### src/rtl/instr_fetch_queue.sv
// Fetch stage ahead of the main decoder: issues sequential PC requests, queues
// in-order responses, and squashes younger work on a branch/jump redirect.
module instr_fetch_queue #(
    parameter int unsigned DEPTH    = 4,
    parameter logic [31:0] RESET_PC = 32'h0000_0000
) (
    input  logic        clk,
    input  logic        rst,
    output logic        imem_req,
    output logic [31:0] imem_addr,
    input  logic        imem_gnt,
    input  logic        imem_rvalid,
    input  logic [31:0] imem_rdata,
    input  logic        redirect_valid,
    input  logic [31:0] redirect_pc,
    output logic        instr_valid,
    output logic [31:0] instr,
    output logic [31:0] instr_pc,
    output logic [6:0]  opcode,
    input  logic        instr_ready
);
    localparam int unsigned PTR_W = $clog2(DEPTH);
    localparam int unsigned CNT_W = $clog2(DEPTH + 1);
    localparam int unsigned DSC_W = 16;

    logic [31:0]      r_pc;
    logic [31:0]      r_slot_instr [DEPTH];
    logic [31:0]      r_slot_pc    [DEPTH];
    logic [DEPTH-1:0] r_slot_filled;
    logic [PTR_W-1:0] r_head;
    logic [PTR_W-1:0] r_tail;
    logic [PTR_W-1:0] r_fill_ptr;
    logic [CNT_W-1:0] r_count;
    logic [CNT_W-1:0] r_unfilled;
    logic [DSC_W-1:0] r_discard_cnt;

    logic             w_grant;
    logic             w_rsp_drop;
    logic             w_fill;
    logic             w_pop;
    logic [DSC_W-1:0] w_discard_next;
    logic             w_unused_rpc_lsb;

    assign w_unused_rpc_lsb = ^redirect_pc[1:0];

    assign imem_req   = (r_count < CNT_W'(DEPTH)) && !redirect_valid && !rst;
    assign imem_addr  = r_pc;
    assign w_grant    = imem_req && imem_gnt;
    assign w_rsp_drop = imem_rvalid && (r_discard_cnt != '0);
    assign w_fill     = imem_rvalid && (r_discard_cnt == '0) && (r_unfilled != '0);

    assign instr_valid = r_slot_filled[r_head] && !redirect_valid;
    assign w_pop       = instr_valid && instr_ready;
    assign instr       = instr_valid ? r_slot_instr[r_head] : 32'd0;
    assign instr_pc    = instr_valid ? r_slot_pc[r_head]    : 32'd0;
    assign opcode      = instr[6:0];

    // Unfilled slots become responses still owed by memory; a response landing
    // in the redirect cycle is consumed right away. Guarded against underflow.
    always_comb begin
        w_discard_next = r_discard_cnt + DSC_W'(r_unfilled);
        if (imem_rvalid && (w_discard_next != '0)) begin
            w_discard_next = w_discard_next - DSC_W'(1);
        end
    end

    always_ff @(posedge clk) begin
        if (rst) begin
            r_pc          <= RESET_PC;
            r_head        <= '0;
            r_tail        <= '0;
            r_fill_ptr    <= '0;
            r_count       <= '0;
            r_unfilled    <= '0;
            r_slot_filled <= '0;
            r_discard_cnt <= '0;
        end else if (redirect_valid) begin
            r_pc          <= {redirect_pc[31:2], 2'b00};
            r_head        <= '0;
            r_tail        <= '0;
            r_fill_ptr    <= '0;
            r_count       <= '0;
            r_unfilled    <= '0;
            r_slot_filled <= '0;
            r_discard_cnt <= w_discard_next;
        end else begin
            if (w_grant) begin
                r_tail <= r_tail + PTR_W'(1);
                r_pc   <= r_pc + 32'd4;
            end
            if (w_rsp_drop) begin
                r_discard_cnt <= r_discard_cnt - DSC_W'(1);
            end
            // Fill and pop never hit the same slot: pop needs a filled head.
            if (w_fill) begin
                r_slot_filled[r_fill_ptr] <= 1'b1;
                r_fill_ptr                <= r_fill_ptr + PTR_W'(1);
            end
            if (w_pop) begin
                r_slot_filled[r_head] <= 1'b0;
                r_head                <= r_head + PTR_W'(1);
            end
            r_count    <= r_count + CNT_W'(w_grant) - CNT_W'(w_pop);
            r_unfilled <= r_unfilled + CNT_W'(w_grant) - CNT_W'(w_fill);
        end
    end

    always_ff @(posedge clk) begin
        if (!rst && !redirect_valid) begin
            if (w_grant) begin
                r_slot_pc[r_tail] <= r_pc;
            end
            if (w_fill) begin
                r_slot_instr[r_fill_ptr] <= imem_rdata;
            end
        end
    end

    always_ff @(posedge clk) begin
        if (!rst && !redirect_valid && imem_rvalid) begin
            assert ((r_discard_cnt != '0) || (r_unfilled != '0))
                else $error("instr_fetch_queue: response with no outstanding request");
        end
    end

endmodule
### config.mk
export PLATFORM = sky130hd
export DESIGN_NAME = instr_fetch_queue
export DESIGN_NICKNAME = d
export VERILOG_FILES = /design/src/rtl/instr_fetch_queue.sv
export SDC_FILE = /design/constraint.sdc
export NUM_CORES = 1
export LEC_CHECK = 0
export ABC_CLOCK_PERIOD_IN_PS = 5120
export CAP_MARGIN = 15
export CORE_MARGIN = 5
export CORE_UTILIZATION = 60
export CTS_CLUSTER_SIZE = 24
export DETAILED_ROUTE_END_ITERATION = 12
export PLACE_DENSITY = 0.85
export SLEW_MARGIN = 40
export SYNTH_ARGS = -nofsm -noshare
export SYNTH_HDL_FRONTEND = slang
export SYNTH_SLANG_ARGS = --single-unit
### constraint.sdc
create_clock -name clk -period 5.12 [get_ports clk]
set_input_delay 1.024 -clock clk [delete_from_list [all_inputs] [get_ports clk]]
set_output_delay 1.024 -clock clk [all_outputs]
set_load 0.05 [all_outputs]
[Yosys cells after proc, flatten, opt, wreduce, memory -nomap -nowiden]
Memory sizes are Yosys's and may differ from the RTL's. A register that Yosys moved wholly into a read port is not among the register bits.
Index checks and enable logic that the tools add are counted.
Word-level totals
  flip-flop bits (word level): 64
  bits in writable memories: 256
  word-level logic and storage cells: 78
  memories: 2
Memory list
  r_slot_instr: words 4, width 32, read ports 1, clocked after memory_dff 1, write ports 1, line 27  | logic [31:0] r_slot_instr [DEPTH];
  r_slot_pc: words 4, width 32, read ports 1, clocked after memory_dff 1, write ports 1, line 28  | logic [31:0] r_slot_pc [DEPTH];
Operators by class
  $add $sub $neg: 11
  order comparisons: 5
  muxes and demuxes: 27
  bitwise operators: 3
  reduce and logical (&&, ||, !) cells: 21
Operators with widths (count)
  $mux W32: 4
  $mux W16: 3
  $add A32 B3 Y32 const B: 1
  $reduce_bool A16 Y1: 2
  $sub A16 B1 Y16 const B: 2
  $add A16 B3 Y16: 1
  $logic_not A16 Y1: 1
  $mux W4: 4
  $logic_and A1 B1 Y1: 12
  $mux W1: 9
  $mux W2: 4
  $add A2 B1 Y2 const B: 3
  $add A3 B1 Y3: 2
  $lt A2 B3 Y1 const B: 2
  $sub A3 B1 Y3: 2
  $and A4 B4 Y4: 1
  $demux W1 S2: 2
  $ge A2 B1 Y1 const B: 2
  $not A4 Y4: 1
  $or A4 B4 Y4: 1
  $reduce_bool A2 Y1: 2
  $lt A3 B3 Y1 const B: 1
  $reduce_bool A3 Y1: 1
  $bmux W1 S2: 1
  other kinds (2): 3

[Logic depth before layout (Yosys ltp)]
Gate-level depths: netlist of run 1.
  word-level depth: 10
  depth in mapped cells: 15
  mapped depth without buffers: 12

[Least setup slack after synthesis of run 1]
Ideal clock, no wire load.
  path type: in2reg
  from: in redirect_valid
  to: reg r_unfilled[2]
  arrival time: 4.252 ns
  slack: 0.741 ns
  stages: 15
  path buffers: 3
  cell sequence: or2_2 clkbuf_1 nor2_1 and2_1 clkbuf_1 clkinv_1 clkbuf_1 ha_1 inv_1 ha_1 inv_1 fa_1 xnor2_1 xnor2_1 nor2_1
On the way
  longest elaborated chain between the ends: 6
RTL lines
  start, declared: line 14  | input logic redirect_valid,
  $logic_not A1 Y1
  $logic_and A1 B1 Y1 (2 in a row): line 46  | assign imem_req = (r_count < CNT_W'(DEPTH)) && !redirect_valid && !rst;
  via imem_req: line 9  | output logic imem_req,
  $logic_and A1 B1 Y1: line 48  | assign w_grant = imem_req && imem_gnt;
  $add A3 B1 Y3: line 104  | r_unfilled <= r_unfilled + CNT_W'(w_grant) - CNT_W'(w_fill);
  $sub A3 B1 Y3: line 104
  end signal, assigned: line 104
  end, declared: line 34  | logic [CNT_W-1:0] r_unfilled;
The timed path passes the listed nets, and every way through them passes these cells.
A chain may end at the register's enable or synchronous reset.

[Worst setup path after layout of run 1]
  from: reg r_head[0]
  to: out instr[1]
On the way
  longest elaborated chain between the ends: 4
RTL lines
  start, declared: line 30  | logic [PTR_W-1:0] r_head;
  start signal, assigned: line 101  | r_head <= r_head + PTR_W'(1);
  $bmux W1 S2: line 52  | assign instr_valid = r_slot_filled[r_head] && !redirect_valid;
  $mux W1 (implied by the code): line 52
  $logic_and A1 B1 Y1: line 52
  $mux W32: line 54  | assign instr = instr_valid ? r_slot_instr[r_head] : 32'd0;
  end, declared: line 17  | output logic [31:0] instr,
Every way passes these cells. The select of a mux whose other input is x is not followed.

==> results of run 1 <==
==> how the worst max path moves through the flow <==
stage / cells past startpoint / endpoint / slack [ns] / from
2_1_floorplan: 15 / r_unfilled[2] / 0.74 / redirect_valid
3_3_place_gp: 15 / r_unfilled[2] / 0.93 / redirect_valid
6_report: 3 / instr[1] / 1.0 / r_head[0]
5_1_grt: 3 / instr[1] / 0.90 / r_head[0]
4_1_cts: 5 / instr_pc[8] / 0.91 / redirect_valid
3_5_place_dp: 15 / r_count[2] / 0.78 / redirect_valid
==> per-layer routing <==
| metal | GRT usage | part of all wire |
|---|---|---|
| met1 | 0.336 | 0.39 |
| met4 | 0.0688 | 0.027 |
| met5 | 0 | 0 |
| met2 | 0.422 | 0.51 |
| met3 | 0.0348 | 0.073 |
==> synth_stat cells (21+ instances only) <==
cell / number / share of area
a21oi_1: 41 / 0.015
and3_1: 78 / 0.035
clkbuf_1: 51 / 0.014
dfxtp_1: 64 / 0.092
edfxtp_1: 248 / 0.53
ha_1: 23 / 0.021
inv_1: 24 / 0.0065
mux4_2: 63 / 0.10
nand2_1: 53 / 0.014
nor2_1: 79 / 0.021
nor3_1: 21 / 0.0075
o21ai_0: 33 / 0.012
xnor2_1: 21 / 0.013
==> kinds of logic (layout without fill, tap and decap cells) <==
logic type	count (synthesis)	after routing	share of synthesized area
flops	312	312	0.627
xor+xnor	32	32	0.0201
simple gates	327	327	0.125
mux	73	73	0.109
compound gates	138	138	0.0629
fa+ha+maj	26	26	0.0250
other cells	1	4	0.000269
buf+inv	99	266	0.0306
==> power by group through the flow <==
stage               Combinational (mW)  Sequential [mW]  Clock (mW)
floorplan                        0.382             2.92           0
global placement                 0.571             2.92           0
detailed placement               0.581             2.92           0
CTS                              0.586             2.87        2.11
global route                     0.643             2.88        2.23
finish                           0.591             2.87        2.08
==> layout by cell type (no fill, tap or decap), types with 31 or more instances in the layout <==
master           count
a21oi_1             41
nand2_1             53
and3_1              77
o21ai_0             33
clkdlybuf4s50_1    166
mux4_2              62
dfxtp_1             62
edfxtp_1           248
nor2_1              79
clkbuf_16           31
==> area by class of cell <==
type	count	area, µm²	share of cell area
clock buffers	38	802	0.0478
clock inverters	17	133	0.00791
inverters	25	96.3	0.00575
multi-input cells	600	4780	0.285
flip-flops and latches	312	8730	0.521
well taps	313	392	0.0234
repair buffers	186	1830	0.109
==> worst max-delay path, cell delays in order (launching register included) <==
cell and delay (ns):
dfxtp_1 0.44, mux4_4 1.03, and3_1 0.34, clkdlybuf4s50_1 0.74
==> sequential cells by signal, summed over array words and instances, names as in the netlist, named ones only <==
register       cells
r_slot_pc        120
r_unfilled         3
r_count            3
imem_addr         30
r_head             2
r_discard_cnt     16
r_tail             2
r_slot_filled      4
r_fill_ptr         2
r_slot_instr     128
==> key figures, run 1 <==
Power
  • Tot Pwr: 5.54 mW
  • Switching pwr: 1.36 mW
  • Pint: 4.18 mW
  • Switch share: 0.246
  • Clock Power Share: 0.375
  • Peak supply drop: 0.275 mV
  • Leak: 5.66 nW
  • Pwr Density: 331 nW/µm²
  • Gate power share: 0.107
  • Sequential share of power: 0.518

Timing
  • Slew at the pin with the worst max-slew slack: 0.781 ns
  • Max-slew headroom: 0.479
  • Final WS setup: 0.998 ns
  • Sum Neg Setup Slack: 0 ns
  • RSZ-0062 raised after global routing: no
  • Hold WS: 0.517 ns
  • F_max: 243 MHz
  • Clock skew: 0.00717 ns
  • Final hold vios: 0
  • Final Critical Period: 4.12 ns
  • Final max-slew violation count: 0
  • Period utilisation layout: 0.805
  • Final setup fails: 0

Setup path
  • Worst EP arrival: 3.10 ns
  • Worst r2r src: r_unfilled[0]
  • Depth of the most critical reg-to-reg path: 11
  • Startpoint types: flop
  • WS Path Type: flop to output pin
  • Worst path required time: 4.10 ns
  • Critical R2R Capture: r_discard_cnt[5]
  • Flop2flop setup slack: 1.23 ns
  • Setup crit end kind: output pin
  • CP max FO: 64

Clock network
  • Clock buffer depth: 3
  • Hold Buf Count CTS: 0
  • Root buffer cell: clkbuf_16
  • Clock-pin slew of the registers on the worst-case setup and hold paths: 0.06 ns
  • CTS tree: yes
  • TritonCTS Buffers: 30
  • Post-CTS setup buffer count: 0
  • # H-tree levels: 1
  • Clk sink count: 312
  • CTS resizes: 0
  • Clk Latency, worst-skew pair: 0.53 ns

Placed design
  • Placer Congestion: 0.913
  • Hpwl dp: 21,000 µm
  • Post-Place Worst Slack: 0.776 ns
  • Dpl cell area: 15,800 µm²
  • Port-buffer cells: 168
  • Dpl cells: 1,436

Die
  • Starting Density: 0.611
  • Core Footprint: 22,800 µm²
  • Io pins: 175
  • Die X: 162 µm
  • # rows: 55
  • Height of the die: 162 µm
  • Die Footprint: 26,300 µm²

Global routing
  • Initial antenna violation count: 0
  • First-pass GRT wire length: 51,500 µm
  • GR Util All Layers: 0.247
  • Pin count of the biggest net entering global routing: 67
  • Grt ovf: 0
  • Vias in the first global route: 9,139

Layout
  • Share of cells above drive strength 1: 0.125
  • Fin nets: 1,251
  • Final Util: 0.736
  • Fill count: 1,363
  • Diode count: 0
  • Finished Cell Area: 16,800 µm²
  • Syn-to-layout area delta: 20.5%
  • Cell Count, Final, Fillers Out: 1,491

Synthesis
  • Library cells used by synthesis: 65
  • Fraction of registers with async set/reset: 0
  • Post-synthesis sequential area ratio: 0.627
  • Mapped cell area: 13,900 µm²
  • Post-synth EDFFs: 248
  • Avg Inst Size Synth: 13.8 µm²
  • Synth warn: 0
  • Synth Register Bits: 312
  • Post-Syn Instances: 1,008
  • Main synth FF type: edfxtp_1

Min path
  • Min-delay src: r_slot_filled[0]
  • Hold Path Depth: 2
  • Tightest Hold Check Type: flop to flop
  • Hold EP: r_slot_filled[0]

Detailed routing
  • DRC: 0
  • DR vias/cell: 6.23
  • DRT Pass-1 Iters: 5
  • First DRT Iteration DRCs: 1,033
  • DR vias: 9,294
  • Post-DR wirelength/cell: 22.2 µm
  • Total wire length: 33,200 µm
  • Final ANT Viol Nets: 0

Flow run
  • Maxcap violations: 0

Status
  • Outcome: finished clean
Note: power is estimated with default switching activity, not from simulation.
==> inputs of run 2 (changes only) <==
--- a/config.mk
+++ b/config.mk
@@ -5,13 +5,13 @@
 export SDC_FILE = /design/constraint.sdc
 export NUM_CORES = 1
 export LEC_CHECK = 0
-export ABC_CLOCK_PERIOD_IN_PS = 5120
+export ABC_CLOCK_PERIOD_IN_PS = 3600
 export CAP_MARGIN = 15
 export CORE_MARGIN = 5
-export CORE_UTILIZATION = 60
+export CORE_UTILIZATION = 50
 export CTS_CLUSTER_SIZE = 24
 export DETAILED_ROUTE_END_ITERATION = 12
-export PLACE_DENSITY = 0.85
+export PLACE_DENSITY = 0.76
 export SLEW_MARGIN = 40
 export SYNTH_ARGS = -nofsm -noshare
 export SYNTH_HDL_FRONTEND = slang
==> constraint.sdc (replaced) <==
create_clock -name clk -period 3.6 [get_ports clk]
set_input_delay 0.72 -clock clk [delete_from_list [all_inputs] [get_ports clk]]
set_output_delay 0.72 -clock clk [all_outputs]
set_load 0.05 [all_outputs]
==> run 2 against run 1 <==
  * Final area rose by 6.2%
  * First-iteration DRC count down 18%
  * Cell count grew 5.8%
  * Worst setup slack worse by 0.68 ns
  * Non-clock buffer count up 18
  * Global-route usage down 4.4 points
  * Total power increased by 46%
  * Flip-flop and latch count stayed put
  * Wire length decreased by 1.7%
  * Via count decreased by 0.17%
  * Critical endpoint is now r_discard_cnt[5]
  * Largest cell class unchanged
  * Highest routed layer unchanged
==> key figures, run 2 (synthesized netlist as in run 1, its figures left out) <==
Clock network
  • Clock buffer depth: 3
  • # H-tree levels: 1
  • Clk Latency, worst-skew pair: 0.55 ns
  • CTS tree: yes
  • Clock-pin slew of the registers on the worst-case setup and hold paths: 0.07 ns
  • Clk sink count: 312
  • TritonCTS Buffers: 30
  • Root buffer cell: clkbuf_16

Setup path
  • Worst path required time: 4.03 ns
  • Critical R2R Capture: r_discard_cnt[5]
  • Startpoint types: flop
  • CP max FO: 5
  • Worst EP arrival: 3.71 ns
  • Flop2flop setup slack: 0.31 ns
  • WS Path Type: flop to flop
  • Worst r2r src: r_unfilled[0]
  • Depth of the most critical reg-to-reg path: 12
  • Setup crit end kind: flop

Layout
  • Most common cell after layout, fill and taps aside: edfxtp_1
  • Fin nets: 1,269
  • Syn-to-layout area delta: 27.9%
  • Largest Register: r_slot_instr
  • Commonest cells after routing, fill and taps aside: 248 x edfxtp_1, 95 x clkdlybuf4s50_1, 78 x nor2_1, 78 x and3_1, 75 x buf_12
  • Finished Cell Area: 17,800 µm²
  • Fill count: 1,957
  • Share of cells above drive strength 1: 0.196
  • Max reg flops: 128
  • Cell Count, Final, Fillers Out: 1,577

Die
  • # rows: 61
  • Io pins: 175
  • Starting Density: 0.504
  • Core Footprint: 27,600 µm²
  • Die Footprint: 31,300 µm²
  • Height of the die: 177 µm
  • Die X: 177 µm

Timing
  • RSZ-0062 raised after global routing: no
  • Clock skew: 0.0149 ns
  • Final Critical Period: 3.29 ns
  • Final setup fails: 0
  • Hold WS: 0.516 ns
  • F_max: 304 MHz
  • Max-slew headroom: 0.479
  • Final max-slew violation count: 0
  • Slew at the pin with the worst max-slew slack: 0.779 ns
  • Period utilisation layout: 0.913
  • Final hold vios: 0
  • Sum Neg Setup Slack: 0 ns

Detailed routing
  • DR vias/cell: 5.88
  • Post-DR wirelength/cell: 20.7 µm
  • Final ANT Viol Nets: 0
  • First DRT Iteration DRCs: 850
  • DRT Pass-1 Iters: 5
  • Total wire length: 32,600 µm
  • DRC: 0
  • DR vias: 9,278

Min path
  • Tightest Hold Check Type: flop to flop
  • Hold EP: r_slot_filled[3]
  • Min-delay src: r_slot_filled[3]
  • Hold Path Depth: 2

Global routing
  • Grt met3 use: 0.0280
  • First-pass GRT wire length: 50,600 µm
  • GR Util All Layers: 0.203
  • Top Usage Layer GRT: met2
  • Pin count of the biggest net entering global routing: 64
  • Initial antenna violation count: 2
  • Grt ovf: 0
  • GR Layer Usage met2: 0.354
  • Met1 Usage GRT: 0.270
  • Vias in the first global route: 9,083

Placed design
  • Hpwl dp: 21,500 µm
  • Dpl cells: 1,518
  • Dpl cell area: 16,800 µm²
  • Placer Congestion: 0.916
  • Port-buffer cells: 168

Power
  • Peak supply drop: 0.368 mV
  • Leak: 6.13 nW
  • Pwr Density: 456 nW/µm²

Flow run
  • Maxcap violations: 0

Status
  • Outcome: finished clean
## run 2: changes by cell type in the layout (fill, tap and decap cells not counted), sizes merged
cell,delta
buf,+89
clkdlybuf4s50,-71
clkbuf,+5
clkinv,-5
bufinv,+3
clkinvlp,-2
diode,+2
## run 2: worst max path at each step
stage / start / endpoint / slack [ns] / cells after the start
floorplan: redirect_valid / r_unfilled[2] / 0.007 / 15
detailed placement: r_unfilled[0] / r_discard_cnt[5] / 0.19 / 11
global placement: r_unfilled[0] / r_discard_cnt[5] / 0.31 / 11
finish: r_unfilled[0] / r_discard_cnt[5] / 0.31 / 12
CTS: r_unfilled[0] / r_discard_cnt[5] / 0.18 / 11
global route: r_unfilled[0] / r_discard_cnt[9] / 0.04 / 13
## run 2: layout make-up
| type | instances | area (µm²) | share of cell area |
|---|---|---|---|
| multi-input combinational | 600 | 4800 | 0.269 |
| sequential | 312 | 8730 | 0.490 |
| clock inverter | 13 | 186 | 0.0105 |
| inverter | 25 | 93.8 | 0.00527 |
| clock buffer | 43 | 820 | 0.0460 |
| antenna | 2 | 5.00 | 0.000281 |
| tap | 378 | 473 | 0.0266 |
| timing repair buffer | 204 | 2700 | 0.152 |
## run 2: repair_timing
| item | CTS | global route |
|---|---|---|
| buffers inserted | 0 | 1 |
| hold buffers | 0 | 0 |
| resized for setup | 0 | 2 |
| setup endpoints to repair | 0 | 5 |
## run 2: stage by stage
step	worst slack [ns]	util	total power [mW]
after global routing	0.0366	0.645	8.44
final	0.314	0.645	8.12
after CTS	0.184	0.644	8.16
after global placement	0.307	0.608	4.98
after detailed placement	0.189	0.608	5.01
after floorplan	0.00679	-	4.70
## run 2: report_power, final
part / leakage (nW) / switching (mW) / internal [mW] / total, mW
sequential: 2.75 / 0.109 / 3.95 / 4.06
combinational: 2.89 / 0.529 / 0.356 / 0.885
clock: 0.486 / 1.29 / 1.88 / 3.17
total: 6.13 / 1.93 / 6.19 / 8.12
## run 2: critical path: stages (launching register included)
cell and delay (ns):
dfxtp_1 0.38, ha_1 0.21, inv_1 0.06, fa_1 0.37, buf_4 0.16, xnor2_1 0.36
a211oi_1 0.11, a21oi_1 0.26, o32a_1 0.33, nor2_1 0.12, and4_1 0.21, nor3_1 0.23
mux2_1 0.35
## run 2: layer usage
metal	vias up	part of all wire
met5	-	0
met4	0	0.025
met3	60	0.053
met2	335	0.52
met1	4660	0.41
li1	4223	-
